**src/rtl/counter_ctrl_pkg.sv**
```systemverilog
// Shared types and timing defaults for the counter control path.
// Defaults are derived from the board clock so they track a clock change.
package counter_ctrl_pkg;

   localparam int unsigned CLK_FREQ_HZ         = 25_000_000;
   localparam int unsigned DEBOUNCE_MS         = 10;
   localparam int unsigned DEBOUNCE_CYCLES_DEF = (CLK_FREQ_HZ / 1000) * DEBOUNCE_MS;
   localparam int unsigned AUTO_PERIOD_DEF     = CLK_FREQ_HZ;

   // Switch lanes, in board order
   localparam int unsigned NUM_SW   = 4;
   localparam int unsigned SW_STEP  = 0;
   localparam int unsigned SW_AUTO  = 1;
   localparam int unsigned SW_CLEAR = 2;
   localparam int unsigned SW_HOLD  = 3;

   typedef enum logic [1:0] {
      MANUAL    = 2'd0,
      AUTO_RUN  = 2'd1,
      AUTO_HOLD = 2'd2
   } seq_state_e;

endpackage

```
**src/rtl/switch_debounce.sv**
```systemverilog
// One switch front end: 2-FF synchronizer, stable-level debounce counter and
// a single-cycle press pulse on every accepted rising level.
module switch_debounce
   import counter_ctrl_pkg::*;
#(
   parameter int unsigned DEBOUNCE_CYCLES = DEBOUNCE_CYCLES_DEF
) (
   input  logic i_Clk,
   input  logic i_Rst,
   input  logic i_Raw,
   output logic o_Level,
   output logic o_Press
);

   localparam int unsigned      CW       = $clog2(DEBOUNCE_CYCLES + 1);
   localparam logic [CW-1:0]    CNT_LAST = CW'(DEBOUNCE_CYCLES - 1);

   logic [1:0]    sync_q;
   logic [CW-1:0] cnt_q, cnt_d;
   logic          level_q, level_d;
   logic          level_dly_q;
   logic          press_q, press_d;

   always_comb begin
      cnt_d   = '0;
      level_d = level_q;
      // The flip happens on the DEBOUNCE_CYCLES-th disagreeing sample, so the
      // stored count tops out one below the terminal value.
      if (sync_q[1] != level_q) begin
         if (cnt_q == CNT_LAST) begin
            level_d = ~level_q;
         end else begin
            cnt_d = cnt_q + CW'(1);
         end
      end
      press_d = level_q & ~level_dly_q;
   end

   always_ff @(posedge i_Clk or posedge i_Rst) begin
      if (i_Rst) begin
         sync_q      <= '0;
         cnt_q       <= '0;
         level_q     <= 1'b0;
         level_dly_q <= 1'b0;
         press_q     <= 1'b0;
      end else begin
         sync_q      <= {sync_q[0], i_Raw};
         cnt_q       <= cnt_d;
         level_q     <= level_d;
         level_dly_q <= level_q;
         press_q     <= press_d;
      end
   end

   assign o_Level = level_q;
   assign o_Press = press_q;

endmodule

```
**src/rtl/counter_cmd_sequencer.sv**
```systemverilog
// Turns debounced board switches into single-cycle step/clear commands for the
// counter, with manual stepping and a holdable periodic auto-run mode.
module counter_cmd_sequencer
   import counter_ctrl_pkg::*;
#(
   parameter int unsigned DEBOUNCE_CYCLES = DEBOUNCE_CYCLES_DEF,
   parameter int unsigned AUTO_PERIOD     = AUTO_PERIOD_DEF
) (
   input  logic i_Clk,
   input  logic i_Rst,
   input  logic i_Switch_1,
   input  logic i_Switch_2,
   input  logic i_Switch_3,
   input  logic i_Switch_4,
   output logic o_Step,
   output logic o_Clear,
   output logic o_Auto_Mode,
   output logic o_Hold
);

   localparam int unsigned   TW         = $clog2(AUTO_PERIOD);
   localparam logic [TW-1:0] TIMER_LAST = TW'(AUTO_PERIOD - 1);

   logic [NUM_SW-1:0] sw_raw;
   logic [NUM_SW-1:0] sw_press;
   logic [NUM_SW-1:0] sw_level_unused;

   assign sw_raw = {i_Switch_4, i_Switch_3, i_Switch_2, i_Switch_1};

   generate
      for (genvar g = 0; g < NUM_SW; g++) begin : g_sw
         switch_debounce #(
            .DEBOUNCE_CYCLES (DEBOUNCE_CYCLES)
         ) u_db (
            .i_Clk   (i_Clk),
            .i_Rst   (i_Rst),
            .i_Raw   (sw_raw[g]),
            .o_Level (sw_level_unused[g]),
            .o_Press (sw_press[g])
         );
      end
   endgenerate

   seq_state_e    state_q, state_d;
   logic [TW-1:0] timer_q, timer_d;
   logic          step_q, step_d;
   logic          clear_q, clear_d;
   logic          auto_q, auto_d;
   logic          hold_q, hold_d;

   always_comb begin
      state_d = state_q;
      timer_d = timer_q;
      step_d  = 1'b0;
      clear_d = 1'b0;
      unique case (state_q)
         MANUAL: begin
            if (sw_press[SW_AUTO]) begin
               state_d = AUTO_RUN;
               timer_d = '0;
            end else if (sw_press[SW_STEP]) begin
               step_d = 1'b1;
            end
         end
         AUTO_RUN: begin
            // Leaving auto-run swallows a coincident tick.
            if (sw_press[SW_AUTO]) begin
               state_d = MANUAL;
            end else begin
               if (timer_q == TIMER_LAST) begin
                  timer_d = '0;
                  step_d  = 1'b1;
               end else begin
                  timer_d = timer_q + TW'(1);
               end
               if (sw_press[SW_HOLD]) state_d = AUTO_HOLD;
            end
         end
         AUTO_HOLD: begin
            if (sw_press[SW_AUTO])      state_d = MANUAL;
            else if (sw_press[SW_HOLD]) state_d = AUTO_RUN;
         end
         default: state_d = MANUAL;
      endcase
      // Clear drops rather than defers any step in the same cycle.
      if (sw_press[SW_CLEAR]) begin
         clear_d = 1'b1;
         step_d  = 1'b0;
         timer_d = '0;
      end
      auto_d = (state_d != MANUAL);
      hold_d = (state_d == AUTO_HOLD);
   end

   always_ff @(posedge i_Clk or posedge i_Rst) begin
      if (i_Rst) begin
         state_q <= MANUAL;
         timer_q <= '0;
         step_q  <= 1'b0;
         clear_q <= 1'b0;
         auto_q  <= 1'b0;
         hold_q  <= 1'b0;
      end else begin
         state_q <= state_d;
         timer_q <= timer_d;
         step_q  <= step_d;
         clear_q <= clear_d;
         auto_q  <= auto_d;
         hold_q  <= hold_d;
      end
   end

   assign o_Step      = step_q;
   assign o_Clear     = clear_q;
   assign o_Auto_Mode = auto_q;
   assign o_Hold      = hold_q;

endmodule
```
**config.mk**
```make
export PLATFORM = sky130hd
export DESIGN_NAME = counter_cmd_sequencer
export DESIGN_NICKNAME = d
export VERILOG_FILES = /design/src/rtl/counter_ctrl_pkg.sv /design/src/rtl/switch_debounce.sv /design/src/rtl/counter_cmd_sequencer.sv
export SDC_FILE = /design/constraint.sdc
export NUM_CORES = 1
export LEC_CHECK = 0
export CORE_ASPECT_RATIO = 1.1
export CORE_MARGIN = 1
export CORE_UTILIZATION = 62
export CTS_CLUSTER_SIZE = 16
export DETAILED_ROUTE_END_ITERATION = 16
export HOLD_SLACK_MARGIN = 0.05
export PLACE_DENSITY_LB_ADDON = 0.12
export SLEW_MARGIN = 40
export SYNTH_ARGS = -nofsm -noshare
export SYNTH_HDL_FRONTEND = slang
export SYNTH_HIERARCHICAL = 1
export SYNTH_SLANG_ARGS = --single-unit
export TNS_END_PERCENT = 5
```
**constraint.sdc**
```tcl
create_clock -name i_Clk -period 2.5 [get_ports i_Clk]
set_clock_uncertainty 0.1 [all_clocks]
set_input_delay 0.75 -clock i_Clk [delete_from_list [all_inputs] [get_ports i_Clk]]
set_output_delay 0.75 -clock i_Clk [all_outputs]
set_load 0.01 [all_outputs]
```
==> results.md <==
- Row cnt: 37
- Setup CP Type: reg2reg
- Via-to-Cell Ratio: between 5 and 6
- First-pass GRT wire length: approximately 20 mm
- Clock Sinks: ~120
- Final hold violation count: 0
- Slowest stage delay, CP: approximately 0.44 ns
- Synth Area in XOR/XNOR: between 10% and 20%
- Max VDD drop: just over 0.0004 V
- Worst-margin pin slew: about 0.64 ns
- FF-to-FF Start: timer_q[7]
- Startpoint types: register
- Unrepaired setup endpoints after global routing: no
- Placed Cells: about 700
- Path depth of the worst reg2reg path: 6
- Crit-path cells: nor4_1 > nand4_1 > o31ai_4 > and2_1 > buf_4 > nor3_1
- IO Pins: 10
- Net Count, Synth: 611
- Reg area: approximately 3100 um^2
- Simple-Gate Fraction of Synth Area: between 20% and 30%
- Post-Syn Area: roughly 6100 um^2
- Cell variety after synth: between 40 and 50
- Initial core utilization: roughly 65%
- Final worst-path cycle share: 89.20%
- Root Buffer: clkbuf_8
- Core Footprint: approximately 9500 um^2
- Required time of the critical path: 2.80 ns
- Util after Layout: 72.49%
- Fillers: slightly above 700
- Initial DRC count: 232
- Ys Warns: 6
- CTS hold repair buffers: 0
- HPWL Detailed: around 7.7 mm
- Initial antenna violation count: 0
- Nets: around 630
- Non-Filler Instances: roughly 750
- Clk Latency, worst-skew pair: approximately 0.52 ns
- Max Buffers Root-to-Sink: 2
- Setup violations, final: 0
- Largest net degree at the start of global routing: 32
- Routed Antenna Nets: 0
- Die height: 106.2 um
- DRC viols: 0
- Wire per inst: 15.51 um
- H-tree levels: 4
- Post-synthesis compound-gate area fraction: under 10%
- Worst hold start: g_sw[2].u_db/sync_q[0]
- Area grow syn2layout: 12.32%
- Post-cts sizing count: 0
- DRT Pass-1 Iters: 4
- Status: finished clean
- Vias in the first global route: about 4300
- Multiplexer area fraction after synthesis: 0.8989%
- Crit-path max FO: 6
- Layout cells sized above 1: roughly 13%
- Max Slew Vio Count: 0
- Internal reg-to-reg setup slack: 0.27 ns
- Vias: around 4500
- Synth async-reset ratio: between 90% and 100%
- Number of synthesized flops with an enable pin: 0
- CTS tree: yes
- Crit path max-delay cell type: dfrtp_1
- Mean Syn Cell Area: approximately 10 um^2
- Final TNS setup: 0 ns
- IO buf count: 9
- Worst hold stages: 0
- Antenna cell count: 0
- Top_reg_cell synth: dfrtp_1
- Worst R2R End: timer_q[17]
- Worst endpoint data arrival time: ~2.5 ns
- Largest family of logic cells by synthesized area: simple AND/OR/NAND/NOR gates
- Gpl congestion: ~0.9
- Setup Fix Bufs, Post-CTS: 0
- Crit. End Element: register
- All-Layer GR Usage: about a quarter
- Power Total: about 4.7 mW
- Seq/Total Area, Yosys: between 50% and 60%
- HP Class: reg2reg
- Synth Instances: 600
- TritonCTS Buffers: 17
- Final min period: 2.230 ns
- Clk pin slew, worst setup/hold paths: approximately 0.05 ns
- P_leak: around 3 nW
- Pwr dens: 684.3 nW/um^2
- Flop and latch count out of synthesis: between 100 and 150
- Maxcap violations: 0
- Die area: 10280 um^2
- Final wirelength: 11.57 mm
- Synth Area in Adders: under 10%
- Slew HR: 57.41%
- Gr ovfl total: 0
- Fmax: around 450 MHz
- Die width: between 90 and 100 um
- Hold EP: g_sw[2].u_db/sync_q[1]
- Multi-input logic area: ~2700 um^2
[power breakdown]
part           switching, mW  internal [mW]  total, mW
sequential            0.0211           2.02       2.04
clock                  0.807           1.75       2.55
combinational         0.0775         0.0412      0.119
total                  0.905           3.80       4.71
[cell families (layout without fill, tap and decap cells)]
logic type                 count (synthesis)  count (layout)
and+or+nand+nor                          299             299
DFF                                      123             123
xor gates and xnor gates                  71              71
AOI/OAI and AO/OA                         56              56
buffers and inverters                     41              70
adders and majority gates                  5               5
muxes                                      5               5
[layout by cell type, fill, tap and decap left out, types with 2 or more instances in the layout]
| cell type | Yosys | routed |
|---|---|---|
| nand3_1 | 20 | 20 |
| clkdlybuf4s50_1 | 0 | 9 |
| nor3_1 | 15 | 15 |
| dfrtp_1 | 123 | 123 |
| nor2b_1 | 7 | 7 |
| and3_2 | 4 | 4 |
| clkbuf_8 | 0 | 6 |
| or4b_1 | 4 | 4 |
| or3_1 | 6 | 6 |
| a21oi_1 | 17 | 17 |
| nor2_1 | 71 | 71 |
| and2_1 | 3 | 3 |
| nand2_1 | 44 | 44 |
| mux2_2 | 4 | 4 |
| o21ai_0 | 16 | 16 |
| or4_1 | 8 | 8 |
| nor4_1 | 17 | 17 |
| nor4_2 | 4 | 4 |
| clkbuf_16 | 0 | 16 |
| ha_1 | 5 | 5 |
| xnor2_1 | 34 | 34 |
| clkbuf_1 | 14 | 3 |
| and4_1 | 5 | 5 |
| xor2_1 | 37 | 37 |
| inv_1 | 11 | 11 |
| nand4b_1 | 2 | 2 |
| or2_2 | 6 | 6 |
| a22o_1 | 4 | 4 |
| o31ai_1 | 10 | 10 |
| nor2_2 | 10 | 10 |
| buf_4 | 0 | 18 |
| nand4_1 | 48 | 48 |
| and3_1 | 18 | 18 |
| bufinv_16 | 0 | 4 |
| a41o_1 | 4 | 4 |
[critical path, delay by kind of cell (launching register included)]
family,cells,cell delay [ns]
AO/OA/AOI/OAI,1,0.36
AND/OR/NAND/NOR,4,1.00
flip-flops,1,0.44
buffers and inverters,1,0.21
[flip-flops by register name, indices dropped and copies added (netlist names), 2 cells and up]
register / flops
g_sw.u_db/cnt_q: 72
timer_q: 25
g_sw.u_db/sync_q: 8
g_sw.u_db/level_dly_q: 4
g_sw.u_db/o_Level: 4
g_sw.u_db/o_Press: 4
state_q: 2
[routing by layer]
metal	vias to the layer above	routed length, um	global-route usage (%)	share of wire [%]
met1	2183	5475	32.72	47
met2	91	5594	38.68	48
met5	-	0	0	0
met3	9	392	6.114	3.4
li1	2175	-	-	-
met4	0	108	6.930	0.93
[Yosys cell counts, drive strengths merged (5+ instances only)]
cell type  count  area (um^2)
inv           11        41.29
nand4         48        300.3
nor4          21        156.4
nor2          81        329.1
nand3         21        110.1
xnor2         34        297.8
or3            6        37.54
or2            6        37.54
nor3          15        75.07
and4           5        43.79
or4            8        60.06
buf           16        211.5
ha             5        62.56
nor2b          7        43.79
o21ai         16        80.08
clkbuf        14        52.55
o31ai         11        96.34
and3          22        142.6
xor2          37        324.1
nand2         44        165.2
or4b           5        53.80
dfrtp        123         3078
a21oi         17        85.08
[cell type report]
class	count	share of cell area, %
Clock buffer	25	7.184
Multi-Input combinational cell	436	39.85
Tap cell	117	2.128
Sequential cell	123	44.74
Timing Repair Buffer	28	3.565
Inverter	11	0.6002
Clock inverter	6	1.928
[how the worst max path moves through the flow]
stage / start / to / slack, ns / cells past startpoint
after floorplan: timer_q[0] / timer_q[16] / 0.44 / 6
after global placement: timer_q[12] / timer_q[17] / 0.41 / 6
after detailed placement: timer_q[7] / timer_q[17] / 0.35 / 6
after CTS: o_Hold / o_Hold / 0.25 / 1
after global routing: timer_q[0] / timer_q[17] / 0.19 / 7
final: timer_q[7] / timer_q[17] / 0.27 / 6
[through the flow]
stage / hold slack, ns / instance area [um^2] / worst slack (ns)
global placement: 0.2354 / 6252 / 0.4051
detailed placement: 0.2386 / 6252 / 0.3525
floorplan: 0.2312 / 6125 / 0.4370
global route: 0.2526 / 6879 / 0.1923
CTS: 0.2509 / 6879 / 0.2466
finish: 0.2485 / 6879 / 0.2701
No activity file was read; power rests on OpenSTA's default activity.
==> RTL edit 1: new RTL, same flow settings <==
One comparison of `timer_q` changes from == to >=.
--- a/src/rtl/counter_cmd_sequencer.sv
+++ b/src/rtl/counter_cmd_sequencer.sv
@@ -67,7 +67,7 @@
             if (sw_press[SW_AUTO]) begin
                state_d = MANUAL;
             end else begin
-               if (timer_q == TIMER_LAST) begin
+               if (timer_q >= TIMER_LAST) begin
                   timer_d = '0;
                   step_d  = 1'b1;
                end else begin
Behaviour: same outputs for any inputs over 10 cycles, from zero or initial values and one cycle with i_Rst high; that may be too few to reach the edited logic, so the function may still have changed.
==> RTL edit 1 against the unedited design <==
Die area is 1.1% higher. Worst setup slack worse by 140 ps. Power is 4.8% lower. Largest cell class unchanged. Sequential cell count stayed put. Count of clock-buffer cells in the layout is 3 lower. Cell count is 3.1% higher. Synthesized area is 1.1% higher. Wire length is 3.1% higher. Highest routed layer unchanged. Design area is 0.22% lower.
==> RTL edit 1: results (changes against the unedited design) <==
| Metric | Value |
|---|---|
| Run status | `complete, no violations` |
| Registers with the most flip-flops | `g_sw.u_db/cnt_q: 72 flops, timer_q: 25 flops, g_sw.u_db/sync_q: 8 flops` |
| Worst voltage drop across the vdd grid | `488.3 uV (+19%)` |
| Worst-Margin Slew | `447.1 ps (-189.4 ps)` |
| Longest Clk Path Bufs | `2 (unchanged)` |
| CP Max Fanout | `9 (+3)` |
| Final GP Congestion | `0.8755 (-2.4%)` |
| Fraction of power spent switching nets | `20.61% (+1.4 points)` |
| Cell types with the largest area share after synthesis | `sky130_fd_sc_hd__dfrtp_1, sky130_fd_sc_hd__nand4_1, sky130_fd_sc_hd__xnor2_1` |
| Root Buffer Master | `sky130_fd_sc_hd__clkbuf_8` |
| Number of antenna violations at the first check in global routing | `0 (unchanged)` |
| Clk_lat worst skew | `530 ps` |
| Proportion of layout cells with a drive suffix above 1 | `10.28% (-2.3 points)` |
| Comb pwr share | `2.7% (+0.2 points)` |
| Syn Nets | `642 (+5.1%)` |
| Antenna diode instance count | `0 (unchanged)` |
| Wire length of the first global-routing pass | `21.11 mm (+5.7%)` |
| Hold Crit Class | `flop to flop` |
| Dpl cell area | `0.006300 mm^2 (+0.76%)` |
| Count of fill cells added during filler insertion | `665 (-6.2%)` |
| Routed via count divided by cell count | `6.203 (+3.8%)` |
| Count of routing violations after the opening detailed-route iteration | `328 (+41%)` |
| Lkg Pwr | `2.936 nW (about the same)` |
| H-tree Lvls | `4 (unchanged)` |
| Data arrival time of the critical path | `2680 ps (+150 ps)` |
| Syn. warnings | `6 (unchanged)` |
| Number of buffers inserted to repair setup after CTS | `0 (unchanged)` |
| Post-CTS Resized | `0 (unchanged)` |
| Proportion of synthesized chip area in sequential cells | `49.69% (-0.57 points)` |
| Length of the first detailed-routing pass in iterations | `7 (+3)` |
| Inserted Clock Buffers | `17 (unchanged)` |
| Maximum number of pins on one net before global-route repair | `32 (unchanged)` |
| Number of distinct library cell variants in the gate-level netlist after synthesis | `50 (+8.7%)` |
| Synth async-reset ratio | `100.0% (unchanged)` |
| Global-route usage over all layers | `25.47% (+1.3 points)` |
| Most used flip-flop cell after synthesis | `sky130_fd_sc_hd__dfrtp_1` |
| Half-perimeter wire length after placement | `7.843 mm (+2.3%)` |
| Seq group | `0.00204 W (about the same)` |
| Count of input and output buffers | `9 (unchanged)` |
| Clock-pin transition on the worst setup and hold timing paths | `60 ps` |
| Post-synth top cells | `sky130_fd_sc_hd__dfrtp_1, sky130_fd_sc_hd__nor2_1, sky130_fd_sc_hd__nand2_1` |
| Final routed wirelength across all metal layers | `11.93 mm (+3.1%)` |
| Vias in the first global route | `4522 (+4.3%)` |
| Number of nets in the layout | `653 (+4.0%)` |
RTL edit 1: cell types whose count changed in the layout (fill, tap and decap cells not counted), sizes merged, moves of 4 or more:
cell,delta
inv,+9
or3,+8
nand2,+13
a21oi,+7
nor2,-8
nand3,+8
xor2,-13
o311ai,+4
RTL edit 1: area by class of cell:
type,instances,share of cell area (%)
Clock buffer,22,6.890
Multi-Input combinational cell,454,40.36
Clock inverter,7,1.331
Timing Repair Buffer,26,3.354
Inverter,20,1.094
Tap cell,117,2.133
Sequential cell,123,44.84
RTL edit 1: logic make-up (layout without fill, tap and decap cells):
family	after synthesis	in the layout	synth area share (%)
simple gates	317	317	27.53
xor+xnor	57	57	8.059
flops	123	123	49.69
fa+ha+maj	5	5	1.010
compound gates	71	71	7.392
mux	4	4	0.7271
buf+inv	54	75	5.595
RTL edit 1: worst paths after layout:
kind	start	endpoint	slack, ps	cells past startpoint
worst max-delay path	timer_q[23]$_DFFE_PP0P_	timer_q[8]$_DFFE_PP0P_	130	7
min in group asynchronous	i_Rst	g_sw[3].u_db/level_dly_q$_DFF_PP0_	540	2
worst max register to register	timer_q[23]$_DFFE_PP0P_	timer_q[8]$_DFFE_PP0P_	130	7
max in group asynchronous	i_Rst	g_sw[3].u_db/cnt_q[12]$_DFF_PP0_	1240	3
worst min register to register	g_sw[2].u_db/sync_q[0]$_DFF_PP0_	g_sw[2].u_db/sync_q[1]$_DFF_PP0_	250	0
worst min-delay path	g_sw[2].u_db/sync_q[0]$_DFF_PP0_	g_sw[2].u_db/sync_q[1]$_DFF_PP0_	250	0
RTL edit 1: worst max-delay path: stages (launching register included):
cell and delay (ps):
sky130_fd_sc_hd__dfrtp_1 430, sky130_fd_sc_hd__nand4bb_1 230, sky130_fd_sc_hd__nor3_1 370, sky130_fd_sc_hd__a21oi_1 230, sky130_fd_sc_hd__and3_1 300, sky130_fd_sc_hd__buf_4 200, sky130_fd_sc_hd__and3_1 160, sky130_fd_sc_hd__a211o_1 220
RTL edit 1: stage by stage:
stage / hold slack [ps] / total power (W) / std cells / util (%) / setup WS (ps)
6_report: 249.5 / 0.004481 / 769 / 71.98 / 126.7
5_1_grt: 256.5 / 0.004646 / 769 / 71.98 / 0.2813
4_1_cts: 249.5 / 0.004535 / 769 / 71.98 / 149.7
3_5_place_dp: 235.5 / 0.002194 / 740 / 66.06 / 165.2
3_3_place_gp: 235.2 / 0.002189 / 740 / 66.06 / 267.6
2_1_floorplan: 231.2 / 0.002162 / 631 / - / 371.3
RTL edit 1: routing by layer:
layer | up-vias | wire length [um] | GRT usage [%]
met5 | - | 0 | 0
met4 | 0 | 142 | 10.40
met3 | 18 | 573 | 7.040
met2 | 129 | 5574 | 38.13
met1 | 2343 | 5637 | 35.37
li1 | 2280 | - | -
==> RTL edit 2: new RTL, same settings <==
Made on the original files. Set the package constant `DEBOUNCE_MS` to 11 (it was 10).
--- a/src/rtl/counter_ctrl_pkg.sv
+++ b/src/rtl/counter_ctrl_pkg.sv
@@ -3,7 +3,7 @@
 package counter_ctrl_pkg;
 
    localparam int unsigned CLK_FREQ_HZ         = 25_000_000;
-   localparam int unsigned DEBOUNCE_MS         = 10;
+   localparam int unsigned DEBOUNCE_MS         = 11;
    localparam int unsigned DEBOUNCE_CYCLES_DEF = (CLK_FREQ_HZ / 1000) * DEBOUNCE_MS;
    localparam int unsigned AUTO_PERIOD_DEF     = CLK_FREQ_HZ;
 
Function: same outputs for any inputs over 10 cycles, from zero or initial values and one cycle with i_Rst high; that may be too few to reach the edited logic, so the function may still have changed.
==> RTL edit 2 against the unedited design <==
The run now ends with design-rule violations left. Design area rose by 4.0%. Wire length up 5.4%. First-iteration DRC count is 15% higher. Non-clock buffer count stayed put. Sequential power is 3% higher. Critical path type unchanged. Worst setup slack got worse by 130 ps. Power is 0.60% higher. Core utilization fell by 0.50 points. Synthesized cell count up 5.3%. Sequential cell count increased by 4. Largest cell class unchanged. Synthesized area rose by 3.8%. Global-route usage increased by 1.3 points.
==> RTL edit 2: results (changes against the unedited design) <==
| Metric | Value |
|---|---|
| Count of fill cells added during filler insertion | `711 (+0.28%)` |
| Global-route usage over all layers | `25.45% (+1.3 points)` |
| Worst voltage drop across the vdd grid | `759.0 uV (+84%)` |
| Number of nets in the layout | `664 (+5.7%)` |
| Half-perimeter wire length after placement | `8.228 mm (+7.4%)` |
| Final routed DRC violation total | `1 (+1)` |
| Worst Min Path Start | `g_sw[2].u_db/sync_q[0]$_DFF_PP0_` |
| Run status | `complete, but fails checks` |
| Final routed wirelength across all metal layers | `12.20 mm (+5.4%)` |
| Number of cells traversed by the worst register-to-register path | `4 (-2)` |
| Failing checks | `design-rule violations` |
| Length of the first detailed-routing pass in iterations | `11 (+7)` |
| Cell types with the largest area share after synthesis | `sky130_fd_sc_hd__dfrtp_1, sky130_fd_sc_hd__xnor2_1, sky130_fd_sc_hd__nor2_1` |
| CP Max Fanout | `18 (+12)` |
| Met3 wire length | `458 um (+17%)` |
| Reg2reg start | `g_sw[3].u_db/cnt_q[7]$_DFF_PP0_` |
| Wire length of the first global-routing pass | `21.52 mm (+7.7%)` |
| Number of vias after detailed routing | `4763 (+6.8%)` |
| Lkg Pwr | `2.884 nW (-1.8%)` |
| Final GP Congestion | `0.9231 (+2.9%)` |
| Capture point of the worst reg-to-reg path | `g_sw[3].u_db/cnt_q[5]$_DFF_PP0_` |
| Syn Nets | `643 (+5.2%)` |
| Proportion of layout cells with a drive suffix above 1 | `12.18% (-0.38 points)` |
| Data arrival time of the critical path | `2630 ps (+100 ps)` |
| Registers with the most flip-flops | `g_sw.u_db/cnt_q: 76 flops, timer_q: 25 flops, g_sw.u_db/sync_q: 8 flops` |
| Post-synth top cells | `sky130_fd_sc_hd__dfrtp_1, sky130_fd_sc_hd__nor2_1, sky130_fd_sc_hd__xnor2_1` |
| Maximum number of pins on one net before global-route repair | `32 (unchanged)` |
| Total routed wire length on the met1 layer | `5.377 mm (-1.8%)` |
| Count of routing violations after the opening detailed-route iteration | `266 (+15%)` |
| Met2 wire length | `6.103 mm (+9.1%)` |
## RTL edit 2: worst reg2reg max path, delay by kind of cell, from the launching register on
family	cells	cell delay [ps]
AOI/OAI and AO/OA	1	410
DFF	1	460
and+or+nand+nor	3	1250
## RTL edit 2: cells by family after synthesis
group,Yosys count,share of synthesized area (%)
xor gates and xnor gates,79,10.89
AOI/OAI and AO/OA,44,5.080
DFF,127,50.01
buffers and inverters,49,4.332
adders and majority gates,5,0.9844
muxes,9,1.496
and+or+nand+nor,319,27.21
## RTL edit 2: area by class of cell
class                   instances  area share (%)
inverters                      23           1.207
repair buffers                 28           3.253
multi-input cells             456           40.56
clock buffers                  25           6.629
flip-flops and latches        127           44.43
well taps                     120           2.099
clock inverters                 6           1.819
## RTL edit 2: how the worst max path moves through the flow
stage                                               start                          endpoint  slack [ps]
after floorplan           g_sw[0].u_db/cnt_q[7]$_DFF_PP0_  g_sw[0].u_db/o_Level$_DFFE_PP0P_         330
after global placement    g_sw[3].u_db/cnt_q[7]$_DFF_PP0_   g_sw[3].u_db/cnt_q[6]$_DFF_PP0_         230
after detailed placement  g_sw[1].u_db/cnt_q[7]$_DFF_PP0_   g_sw[1].u_db/cnt_q[9]$_DFF_PP0_         180
after CTS                 g_sw[3].u_db/cnt_q[7]$_DFF_PP0_   g_sw[3].u_db/cnt_q[5]$_DFF_PP0_         140
after global routing      g_sw[3].u_db/cnt_q[7]$_DFF_PP0_   g_sw[3].u_db/cnt_q[5]$_DFF_PP0_          30
final                     g_sw[3].u_db/cnt_q[7]$_DFF_PP0_   g_sw[3].u_db/cnt_q[5]$_DFF_PP0_         140
## RTL edit 2: power breakdown
part	total [W]	internal (W)	switching [W]	leakage, nW
clock network	0.00252	0.00169	0.000826	0.296
registers	0.00210	0.00208	0.0000168	1.75
logic	0.000122	0.0000391	0.0000826	0.841
## RTL edit 2: stage by stage
stage | hold WS [ps] | total power (W) | area [um^2] | cells | util (%)
2_1_floorplan | 231.2 | 0.002220 | 6355 | 632 | -
5_1_grt | 265.7 | 0.004900 | 7153 | 785 | 71.98
3_3_place_gp | 233.8 | 0.002253 | 6549 | 754 | 65.90
3_5_place_dp | 234.7 | 0.002257 | 6549 | 754 | 65.90
4_1_cts | 245.8 | 0.004787 | 7153 | 785 | 71.98
6_report | 247.0 | 0.004736 | 7153 | 785 | 71.98
## RTL edit 2: metal layers
layer  up-vias  global-route usage [%]
li1       2275                       -
met1      2343                   31.53
met2       118                   43.01
met3        27                   5.495
met4         0                   11.83
met5         -                       0
